[config.mk]
export PLATFORM = sky130hd
export DESIGN_NAME = control_unit
export DESIGN_NICKNAME = d
export VERILOG_FILES = /design/src/rtl/mini_src_pkg.sv /design/src/rtl/instr_class_decode.sv /design/src/rtl/control_unit.sv
export SDC_FILE = /design/constraint.sdc
export NUM_CORES = 1
export LEC_CHECK = 0
export CAP_MARGIN = 20
export CELL_PAD_IN_SITES_DETAIL_PLACEMENT = 1
export CELL_PAD_IN_SITES_GLOBAL_PLACEMENT = 1
export CORE_UTILIZATION = 26
export CTS_BUF_LIST = sky130_fd_sc_hd__clkbuf_4 sky130_fd_sc_hd__clkbuf_8
export DETAILED_ROUTE_END_ITERATION = 6
export PLACE_DENSITY_LB_ADDON = 0.1
export SYNTH_ARGS = -nofsm -noshare
export SYNTH_HDL_FRONTEND = slang
export SYNTH_SLANG_ARGS = --single-unit
[constraint.sdc]
create_clock -name Clock -period 2.5 [get_ports Clock]
set_input_delay 0.25 -clock Clock [delete_from_list [all_inputs] [get_ports Clock]]
set_output_delay 0.25 -clock Clock [all_outputs]
set_load 0.02 [all_outputs]
[src/rtl/mini_src_pkg.sv]
// Shared definitions for the Mini SRC control sequencer: opcodes, ALU select bits,
// state encoding, instruction classes and the bundle of datapath strobes.
package mini_src_pkg;

  localparam logic [4:0] OP_LD   = 5'b00000;
  localparam logic [4:0] OP_LDI  = 5'b00001;
  localparam logic [4:0] OP_ST   = 5'b00010;
  localparam logic [4:0] OP_ADD  = 5'b00011;
  localparam logic [4:0] OP_SUB  = 5'b00100;
  localparam logic [4:0] OP_AND  = 5'b00101;
  localparam logic [4:0] OP_OR   = 5'b00110;
  localparam logic [4:0] OP_ROR  = 5'b00111;
  localparam logic [4:0] OP_ROL  = 5'b01000;
  localparam logic [4:0] OP_SHR  = 5'b01001;
  localparam logic [4:0] OP_SHL  = 5'b01011;
  localparam logic [4:0] OP_ADDI = 5'b01100;
  localparam logic [4:0] OP_ANDI = 5'b01101;
  localparam logic [4:0] OP_ORI  = 5'b01110;
  localparam logic [4:0] OP_MUL  = 5'b01111;
  localparam logic [4:0] OP_DIV  = 5'b10000;
  localparam logic [4:0] OP_NEG  = 5'b10001;
  localparam logic [4:0] OP_NOT  = 5'b10010;
  localparam logic [4:0] OP_BR   = 5'b10011;
  localparam logic [4:0] OP_JR   = 5'b10100;
  localparam logic [4:0] OP_JAL  = 5'b10101;
  localparam logic [4:0] OP_IN   = 5'b10110;
  localparam logic [4:0] OP_OUT  = 5'b10111;
  localparam logic [4:0] OP_MFHI = 5'b11000;
  localparam logic [4:0] OP_MFLO = 5'b11001;
  localparam logic [4:0] OP_NOP  = 5'b11010;
  localparam logic [4:0] OP_HALT = 5'b11011;

  localparam int ALU_ADD = 0;
  localparam int ALU_SUB = 1;
  localparam int ALU_MUL = 2;
  localparam int ALU_DIV = 3;
  localparam int ALU_SHR = 4;
  localparam int ALU_SHL = 5;
  localparam int ALU_ROR = 6;
  localparam int ALU_ROL = 7;
  localparam int ALU_AND = 8;
  localparam int ALU_OR  = 9;
  localparam int ALU_NEG = 10;
  localparam int ALU_NOT = 11;

  localparam logic [3:0] S_FETCH0 = 4'd0;
  localparam logic [3:0] S_FWAIT  = 4'd1;
  localparam logic [3:0] S_FETCH2 = 4'd2;
  localparam logic [3:0] S_FETCH3 = 4'd3;
  localparam logic [3:0] S_T4     = 4'd4;
  localparam logic [3:0] S_T5     = 4'd5;
  localparam logic [3:0] S_T6     = 4'd6;
  localparam logic [3:0] S_T7     = 4'd7;
  localparam logic [3:0] S_T8     = 4'd8;
  localparam logic [3:0] S_T9     = 4'd9;
  localparam logic [3:0] S_HALTED = 4'd10;

  typedef enum logic [3:0] {
    IC_ALU, IC_ALUI, IC_MULDIV, IC_UNARY, IC_LD, IC_LDI, IC_ST, IC_BR,
    IC_JR, IC_JAL, IC_IN, IC_OUT, IC_MFHI, IC_MFLO, IC_NOP, IC_HALT
  } instr_class_t;

  typedef struct packed {
    logic inc_pc, read, write;
    logic pc_out, mdr_out, zhi_out, zlo_out, hi_out, lo_out, c_out, inport_out;
    logic pc_in, mdr_in, mar_in, ir_in, y_in, zhi_in, zlo_in, hi_in, lo_in;
    logic outport_in, conff_in;
    logic g_ra, g_rb, g_rc, r_in, r_out, ba_out;
    logic [11:0] alu_op;
  } ctrl_t;

  function automatic logic [11:0] alu_bit(input int idx);
    return 12'd1 << idx;
  endfunction

endpackage

[src/rtl/instr_class_decode.sv]
// Maps an opcode to its execute-sequence class and the one-hot ALU operation it selects.
module instr_class_decode
  import mini_src_pkg::*;
(
  input  logic [4:0]   opcode,
  output instr_class_t iclass,
  output logic [11:0]  alu_op
);

  always_comb begin
    iclass = IC_NOP;
    alu_op = '0;
    case (opcode)
      OP_LD:   iclass = IC_LD;
      OP_LDI:  iclass = IC_LDI;
      OP_ST:   iclass = IC_ST;
      OP_ADD:  begin iclass = IC_ALU;    alu_op = alu_bit(ALU_ADD); end
      OP_SUB:  begin iclass = IC_ALU;    alu_op = alu_bit(ALU_SUB); end
      OP_AND:  begin iclass = IC_ALU;    alu_op = alu_bit(ALU_AND); end
      OP_OR:   begin iclass = IC_ALU;    alu_op = alu_bit(ALU_OR);  end
      OP_ROR:  begin iclass = IC_ALU;    alu_op = alu_bit(ALU_ROR); end
      OP_ROL:  begin iclass = IC_ALU;    alu_op = alu_bit(ALU_ROL); end
      OP_SHR:  begin iclass = IC_ALU;    alu_op = alu_bit(ALU_SHR); end
      OP_SHL:  begin iclass = IC_ALU;    alu_op = alu_bit(ALU_SHL); end
      OP_ADDI: begin iclass = IC_ALUI;   alu_op = alu_bit(ALU_ADD); end
      OP_ANDI: begin iclass = IC_ALUI;   alu_op = alu_bit(ALU_AND); end
      OP_ORI:  begin iclass = IC_ALUI;   alu_op = alu_bit(ALU_OR);  end
      OP_MUL:  begin iclass = IC_MULDIV; alu_op = alu_bit(ALU_MUL); end
      OP_DIV:  begin iclass = IC_MULDIV; alu_op = alu_bit(ALU_DIV); end
      OP_NEG:  begin iclass = IC_UNARY;  alu_op = alu_bit(ALU_NEG); end
      OP_NOT:  begin iclass = IC_UNARY;  alu_op = alu_bit(ALU_NOT); end
      OP_BR:   iclass = IC_BR;
      OP_JR:   iclass = IC_JR;
      OP_JAL:  iclass = IC_JAL;
      OP_IN:   iclass = IC_IN;
      OP_OUT:  iclass = IC_OUT;
      OP_MFHI: iclass = IC_MFHI;
      OP_MFLO: iclass = IC_MFLO;
      OP_HALT: iclass = IC_HALT;
      // shra and the unassigned 111xx codes fall through as nop
      default: iclass = IC_NOP;
    endcase
  end

endmodule

[src/rtl/control_unit.sv]
// Hardwired multi-cycle sequencer for the Mini SRC datapath: fetch, decode of IR[31:27],
// and one T-state of control strobes per clock, with stall and halt handling.
module control_unit
  import mini_src_pkg::*;
#(
  parameter int FETCH_WAIT = 1
) (
  input  logic        Clock,
  input  logic        Clear,
  input  logic [31:0] IR,
  input  logic        ConFF,
  input  logic        Stop,
  output logic        Run,
  output logic        IncPC,
  output logic        Read,
  output logic        Write,
  output logic        PC_Out,
  output logic        MDR_Out,
  output logic        ZHI_Out,
  output logic        ZLO_Out,
  output logic        HI_Out,
  output logic        LO_Out,
  output logic        C_Out,
  output logic        InPort_Out,
  output logic        PC_In,
  output logic        MDR_In,
  output logic        MAR_In,
  output logic        IR_In,
  output logic        Y_In,
  output logic        ZHI_In,
  output logic        ZLO_In,
  output logic        HI_In,
  output logic        LO_In,
  output logic        OutPort_In,
  output logic        ConFF_In,
  output logic        G_RA,
  output logic        G_RB,
  output logic        G_RC,
  output logic        R_In,
  output logic        R_Out,
  output logic        BA_Out,
  output logic [11:0] ALU_Op
);

  localparam logic [1:0] WAIT_INIT = 2'(FETCH_WAIT - 1);

  logic [3:0]   state_reg, state_next, last_state;
  logic [1:0]   wait_reg, wait_next;
  instr_class_t iclass;
  logic [11:0]  class_alu;
  ctrl_t        ctrl, ctrl_gated;
  logic         run_raw;
  logic         unused_ir;

  assign unused_ir = ^IR[26:0];

  instr_class_decode u_decode (
    .opcode (IR[31:27]),
    .iclass (iclass),
    .alu_op (class_alu)
  );

  always_comb begin
    case (iclass)
      IC_ALU, IC_ALUI, IC_LDI: last_state = S_T6;
      IC_MULDIV, IC_BR:        last_state = S_T7;
      IC_UNARY, IC_JAL:        last_state = S_T5;
      IC_LD:                   last_state = S_T9;
      IC_ST:                   last_state = S_T8;
      default:                 last_state = S_T4;
    endcase
  end

  always_comb begin
    state_next = state_reg;
    wait_next  = wait_reg;
    case (state_reg)
      S_FETCH0: if (!Stop) begin
        state_next = S_FWAIT;
        wait_next  = WAIT_INIT;
      end
      S_FWAIT: begin
        if (wait_reg == 2'd0) state_next = S_FETCH2;
        else                  wait_next  = wait_reg - 2'd1;
      end
      S_FETCH2: state_next = S_FETCH3;
      S_FETCH3: state_next = S_T4;
      S_HALTED: state_next = S_HALTED;
      S_T4, S_T5, S_T6, S_T7, S_T8, S_T9: begin
        if (state_reg == last_state) begin
          state_next = (iclass == IC_HALT) ? S_HALTED : S_FETCH0;
        end else if (state_reg == S_T7 && iclass == IC_LD) begin
          // T7 of a load repeats to cover the memory read latency
          if (wait_reg == 2'd0) state_next = S_T8;
          else                  wait_next  = wait_reg - 2'd1;
        end else begin
          state_next = state_reg + 4'd1;
          if (state_reg == S_T6) wait_next = WAIT_INIT;
        end
      end
      default: state_next = S_FETCH0;
    endcase
  end

  always_ff @(posedge Clock or negedge Clear) begin
    if (!Clear) begin
      state_reg <= S_FETCH0;
      wait_reg  <= '0;
    end else begin
      state_reg <= state_next;
      wait_reg  <= wait_next;
    end
  end

  always_comb begin
    ctrl    = '0;
    run_raw = 1'b1;
    case (state_reg)
      S_FETCH0: begin
        if (Stop) run_raw = 1'b0;
        else begin
          ctrl.pc_out = 1'b1; ctrl.mar_in = 1'b1; ctrl.inc_pc = 1'b1;
        end
      end
      S_FWAIT:  ctrl.read = 1'b1;
      S_FETCH2: begin ctrl.read = 1'b1; ctrl.mdr_in = 1'b1; end
      S_FETCH3: begin ctrl.mdr_out = 1'b1; ctrl.ir_in = 1'b1; end
      S_T4, S_T5, S_T6, S_T7, S_T8, S_T9: begin
        case (iclass)
          IC_ALU, IC_ALUI: case (state_reg)
            S_T4: begin ctrl.g_rb = 1'b1; ctrl.r_out = 1'b1; ctrl.y_in = 1'b1; end
            S_T5: begin
              if (iclass == IC_ALUI) ctrl.c_out = 1'b1;
              else begin ctrl.g_rc = 1'b1; ctrl.r_out = 1'b1; end
              ctrl.alu_op = class_alu; ctrl.zlo_in = 1'b1;
            end
            S_T6: begin ctrl.zlo_out = 1'b1; ctrl.g_ra = 1'b1; ctrl.r_in = 1'b1; end
            default: ;
          endcase
          IC_MULDIV: case (state_reg)
            S_T4: begin ctrl.g_ra = 1'b1; ctrl.r_out = 1'b1; ctrl.y_in = 1'b1; end
            S_T5: begin
              ctrl.g_rb = 1'b1; ctrl.r_out = 1'b1; ctrl.alu_op = class_alu;
              ctrl.zhi_in = 1'b1; ctrl.zlo_in = 1'b1;
            end
            S_T6: begin ctrl.zlo_out = 1'b1; ctrl.lo_in = 1'b1; end
            S_T7: begin ctrl.zhi_out = 1'b1; ctrl.hi_in = 1'b1; end
            default: ;
          endcase
          IC_UNARY: case (state_reg)
            S_T4: begin
              ctrl.g_rb = 1'b1; ctrl.r_out = 1'b1; ctrl.alu_op = class_alu; ctrl.zlo_in = 1'b1;
            end
            S_T5: begin ctrl.zlo_out = 1'b1; ctrl.g_ra = 1'b1; ctrl.r_in = 1'b1; end
            default: ;
          endcase
          IC_LD, IC_LDI, IC_ST: case (state_reg)
            S_T4: begin ctrl.g_rb = 1'b1; ctrl.ba_out = 1'b1; ctrl.y_in = 1'b1; end
            S_T5: begin ctrl.c_out = 1'b1; ctrl.alu_op = alu_bit(ALU_ADD); ctrl.zlo_in = 1'b1; end
            S_T6: begin
              ctrl.zlo_out = 1'b1;
              if (iclass == IC_LDI) begin ctrl.g_ra = 1'b1; ctrl.r_in = 1'b1; end
              else ctrl.mar_in = 1'b1;
            end
            S_T7: begin
              if (iclass == IC_ST) begin ctrl.g_ra = 1'b1; ctrl.r_out = 1'b1; ctrl.mdr_in = 1'b1; end
              else ctrl.read = 1'b1;
            end
            S_T8: begin
              if (iclass == IC_ST) ctrl.write = 1'b1;
              else begin ctrl.read = 1'b1; ctrl.mdr_in = 1'b1; end
            end
            S_T9: begin ctrl.mdr_out = 1'b1; ctrl.g_ra = 1'b1; ctrl.r_in = 1'b1; end
            default: ;
          endcase
          IC_BR: case (state_reg)
            S_T4: begin ctrl.g_ra = 1'b1; ctrl.r_out = 1'b1; ctrl.conff_in = 1'b1; end
            S_T5: begin ctrl.pc_out = 1'b1; ctrl.y_in = 1'b1; end
            S_T6: begin ctrl.c_out = 1'b1; ctrl.alu_op = alu_bit(ALU_ADD); ctrl.zlo_in = 1'b1; end
            S_T7: if (ConFF) begin ctrl.zlo_out = 1'b1; ctrl.pc_in = 1'b1; end
            default: ;
          endcase
          IC_JR: begin ctrl.g_ra = 1'b1; ctrl.r_out = 1'b1; ctrl.pc_in = 1'b1; end
          IC_JAL: case (state_reg)
            S_T4: begin ctrl.pc_out = 1'b1; ctrl.g_rb = 1'b1; ctrl.r_in = 1'b1; end
            S_T5: begin ctrl.g_ra = 1'b1; ctrl.r_out = 1'b1; ctrl.pc_in = 1'b1; end
            default: ;
          endcase
          IC_IN:   begin ctrl.inport_out = 1'b1; ctrl.g_ra = 1'b1; ctrl.r_in = 1'b1; end
          IC_OUT:  begin ctrl.g_ra = 1'b1; ctrl.r_out = 1'b1; ctrl.outport_in = 1'b1; end
          IC_MFHI: begin ctrl.hi_out = 1'b1; ctrl.g_ra = 1'b1; ctrl.r_in = 1'b1; end
          IC_MFLO: begin ctrl.lo_out = 1'b1; ctrl.g_ra = 1'b1; ctrl.r_in = 1'b1; end
          default: ;
        endcase
      end
      default: run_raw = 1'b0;
    endcase
  end

  // Reset held low silences every output, even though the state already sits in FETCH0
  assign ctrl_gated = Clear ? ctrl : '0;
  assign Run        = Clear & run_raw;
  assign IncPC      = ctrl_gated.inc_pc;
  assign Read       = ctrl_gated.read;
  assign Write      = ctrl_gated.write;
  assign PC_Out     = ctrl_gated.pc_out;
  assign MDR_Out    = ctrl_gated.mdr_out;
  assign ZHI_Out    = ctrl_gated.zhi_out;
  assign ZLO_Out    = ctrl_gated.zlo_out;
  assign HI_Out     = ctrl_gated.hi_out;
  assign LO_Out     = ctrl_gated.lo_out;
  assign C_Out      = ctrl_gated.c_out;
  assign InPort_Out = ctrl_gated.inport_out;
  assign PC_In      = ctrl_gated.pc_in;
  assign MDR_In     = ctrl_gated.mdr_in;
  assign MAR_In     = ctrl_gated.mar_in;
  assign IR_In      = ctrl_gated.ir_in;
  assign Y_In       = ctrl_gated.y_in;
  assign ZHI_In     = ctrl_gated.zhi_in;
  assign ZLO_In     = ctrl_gated.zlo_in;
  assign HI_In      = ctrl_gated.hi_in;
  assign LO_In      = ctrl_gated.lo_in;
  assign OutPort_In = ctrl_gated.outport_in;
  assign ConFF_In   = ctrl_gated.conff_in;
  assign G_RA       = ctrl_gated.g_ra;
  assign G_RB       = ctrl_gated.g_rb;
  assign G_RC       = ctrl_gated.g_rc;
  assign R_In       = ctrl_gated.r_in;
  assign R_Out      = ctrl_gated.r_out;
  assign BA_Out     = ctrl_gated.ba_out;
  assign ALU_Op     = ctrl_gated.alu_op;

endmodule

==> impl_metrics.ini <==
[grt]
grt_pass1_vias = 2732
grt_antenna_before_repair = 0
grt.overflow.total = 0
grt_use_total_pct = 25.0
grt_max_degree = 18
grt_pass1_wl_um = 14200

[finish]
area_growth_pct = 88.4
final_cell_mix = buf_4, nor2_1, nand2_1, a21oi_1
largest_register_ffs = 4
stdcell_area_sq_um = 3300
mostFrequentLayoutCell = buf_4
layout.nets = 458
drive_above_1_share_pct = 45.7
diodes = 0
finalCoreUtilization_pct = 51.3
final_cells = 493

[floorplanning]
die_h_um = 84.0
fp.dieW_um = 84.0
pin_count = 77
core_sq_um = 6420
rows = 29
design.die.area_sq_um = 7060
start_util_pct = 27.2

[yosys]
ys_warn_count = 0
avgSynthCellArea_sq_um = 6.25
synth_edf_count = 0
synthFlopType = dfrtp_1
ys_types = 62
yosysTopAreaCellShare_pct = 8.58
yosys_register_bits = 6
seq_area_frac_synth_pct = 8.58
syn-num-nets = 320
syn_inst = 280
syn_area_sq_um = 1750
synthTopCellsByArea = dfrtp_1, nor2_1, nand2_1
synthArstFlopShare_pct = 100
synth_area_leader_cell = dfrtp_1

[worst_setup_path]
critPathLaunchType = register
cp-end-kind = primary output
worstPathArrival_ps = 2230
reg2reg_depth = 8
crit_top_cell = buf_4
worstSetupPathType = register to primary output
path_cells = inv_1, ha_2, buf_4, nand3b_1, buf_4, a311o_1, nand2_1, a41oi_1, nor3_1, buf_2
critPathRequiredTime_ps = 2250
path_max_fanout = 5
crit_slowest_cell = dfrtp_1
slowest_delay_ps = 420

[route]
routed_wire_length_per_instance_um = 18.1
antenna_left = 0
route.detailed.drc = 8
vias = 2688
viasPerCell = 5.45
drt_pass1_iterations = 6
drt-total-wl_um = 8910
dr.first_iter.drc_count = 108

[placement]
place_inst = 476
port_buffers = 49
gp_congestion = 0.931
dpl_cell_area_sq_um = 3070
hpwl_um = 7130
place_ws_ps = -710

[cts]
htreeDepth = 1
clk_latency_ps = 220
cts_tree = done
numClockSinks = 6
clkTransAtPathRegs_ps = 40
cts_buffer_depth = 2
cts_buffers = 3
cts_root_buf = clkbuf_8

[timing]
slew_headroom_pct = 74.4
worstMarginPinSlew_ps = 379
setup_viol = 0
fin_crit_ps = 2480
skew_ps = 4.22
slew_violations = 0
layout_setup_ws_ps = 23.0
rsz0062_at_grt = yes
hold_viol = 0
fmax_ghz = 0.404
fin_crit_sh_pct = 99.1

[outcome]
outcome = finished with violations
violations = DRC

[pwr]
powerDensity_nw_per_um2 = 568
peakVddDrop_uv = 812
p_total_mw = 1.87
leakage_nw = 1.53

[job]
cap_violations = 0

[worst_hold_path]
holdPathStages = 1
hp-class = register to register
## worst paths after layout
path,startpoint,to,slack (ps)
setup / recovery,state_reg[1],R_Out,20
hold / removal,wait_reg[1],wait_reg[1],560
setup reg to reg,state_reg[3],state_reg[2],210
hold reg to reg,wait_reg[1],wait_reg[1],560
max in group asynchronous,Clear,state_reg[0],1790
min in group asynchronous,Clear,wait_reg[1],570
## routing by layer
metal	global-route usage [%]	vias up	share of wire, %
met4	3.45	0	1.0
met5	0	-	0
met1	35.6	1326	48
met2	42.3	54	48
li1	-	1300	-
met3	1.38	8	2.9
## worst max-delay path: cells and delay by family (launching register included)
kind / cells / cell delay (ps)
fa+ha+maj: 1 / 210
flops: 1 / 420
compound gates: 2 / 450
buf+inv: 4 / 590
simple gates: 3 / 350
## cells in the mapped netlist, types with 4 or more instances
cell	number
a21boi_0	5
a21oi_1	19
and2_1	6
and3_1	4
clkbuf_1	18
dfrtp_1	6
ha_1	4
inv_1	5
nand2_1	30
nand2b_1	11
nand3_1	8
nand3b_1	5
nor2_1	34
nor2b_1	11
nor3_1	14
nor4_1	6
o21ai_0	18
o22ai_1	6
or2_2	4
## stage by stage
stage	hold slack [ps]	TNS [ps]
after floorplan	-45.6	0
after global placement	541	-15910
after CTS	561	-80.6
after detailed placement	552	-18260
after global routing	579	-163
final	562	0
## where the power goes
part | switching [mW] | internal (mW) | leakage, nW
Sequential | 0.0272 | 0.126 | 0.0787
Combinational | 0.836 | 0.741 | 1.43
Clock | 0.0389 | 0.103 | 0.0216
## timing repair
| item | 4_1_cts | 5_1_grt |
|---|---|---|
| buffers inserted | 9 | 5 |
| gates resized for setup | 140 | 32 |
| pin swaps | 6 | 4 |
| hold buffers | 0 | 0 |
| endpoints found under the setup margin | 45 | 28 |
| gates cloned | 0 | 0 |
## layout make-up
cell class / instances / area [sq um]
well taps: 77 / 96.3
flip-flops and latches: 6 / 151
multi-input cells: 244 / 1750
repair buffers: 158 / 1230
fillers: 832 / 3130
inverters: 5 / 18.8
clock buffers: 3 / 41.3
## logic make-up after synthesis
family | count (synthesis) | synth area share [%]
AO/OA/AOI/OAI | 83 | 32.8
XOR/XNOR | 2 | 1.00
adder cells (fa/ha/maj) | 4 | 2.86
buffers and inverters | 30 | 7.22
flip-flops | 6 | 8.58
multiplexers | 5 | 3.22
AND/OR/NAND/NOR | 150 | 44.4
Power figures use the tool's default switching activity.
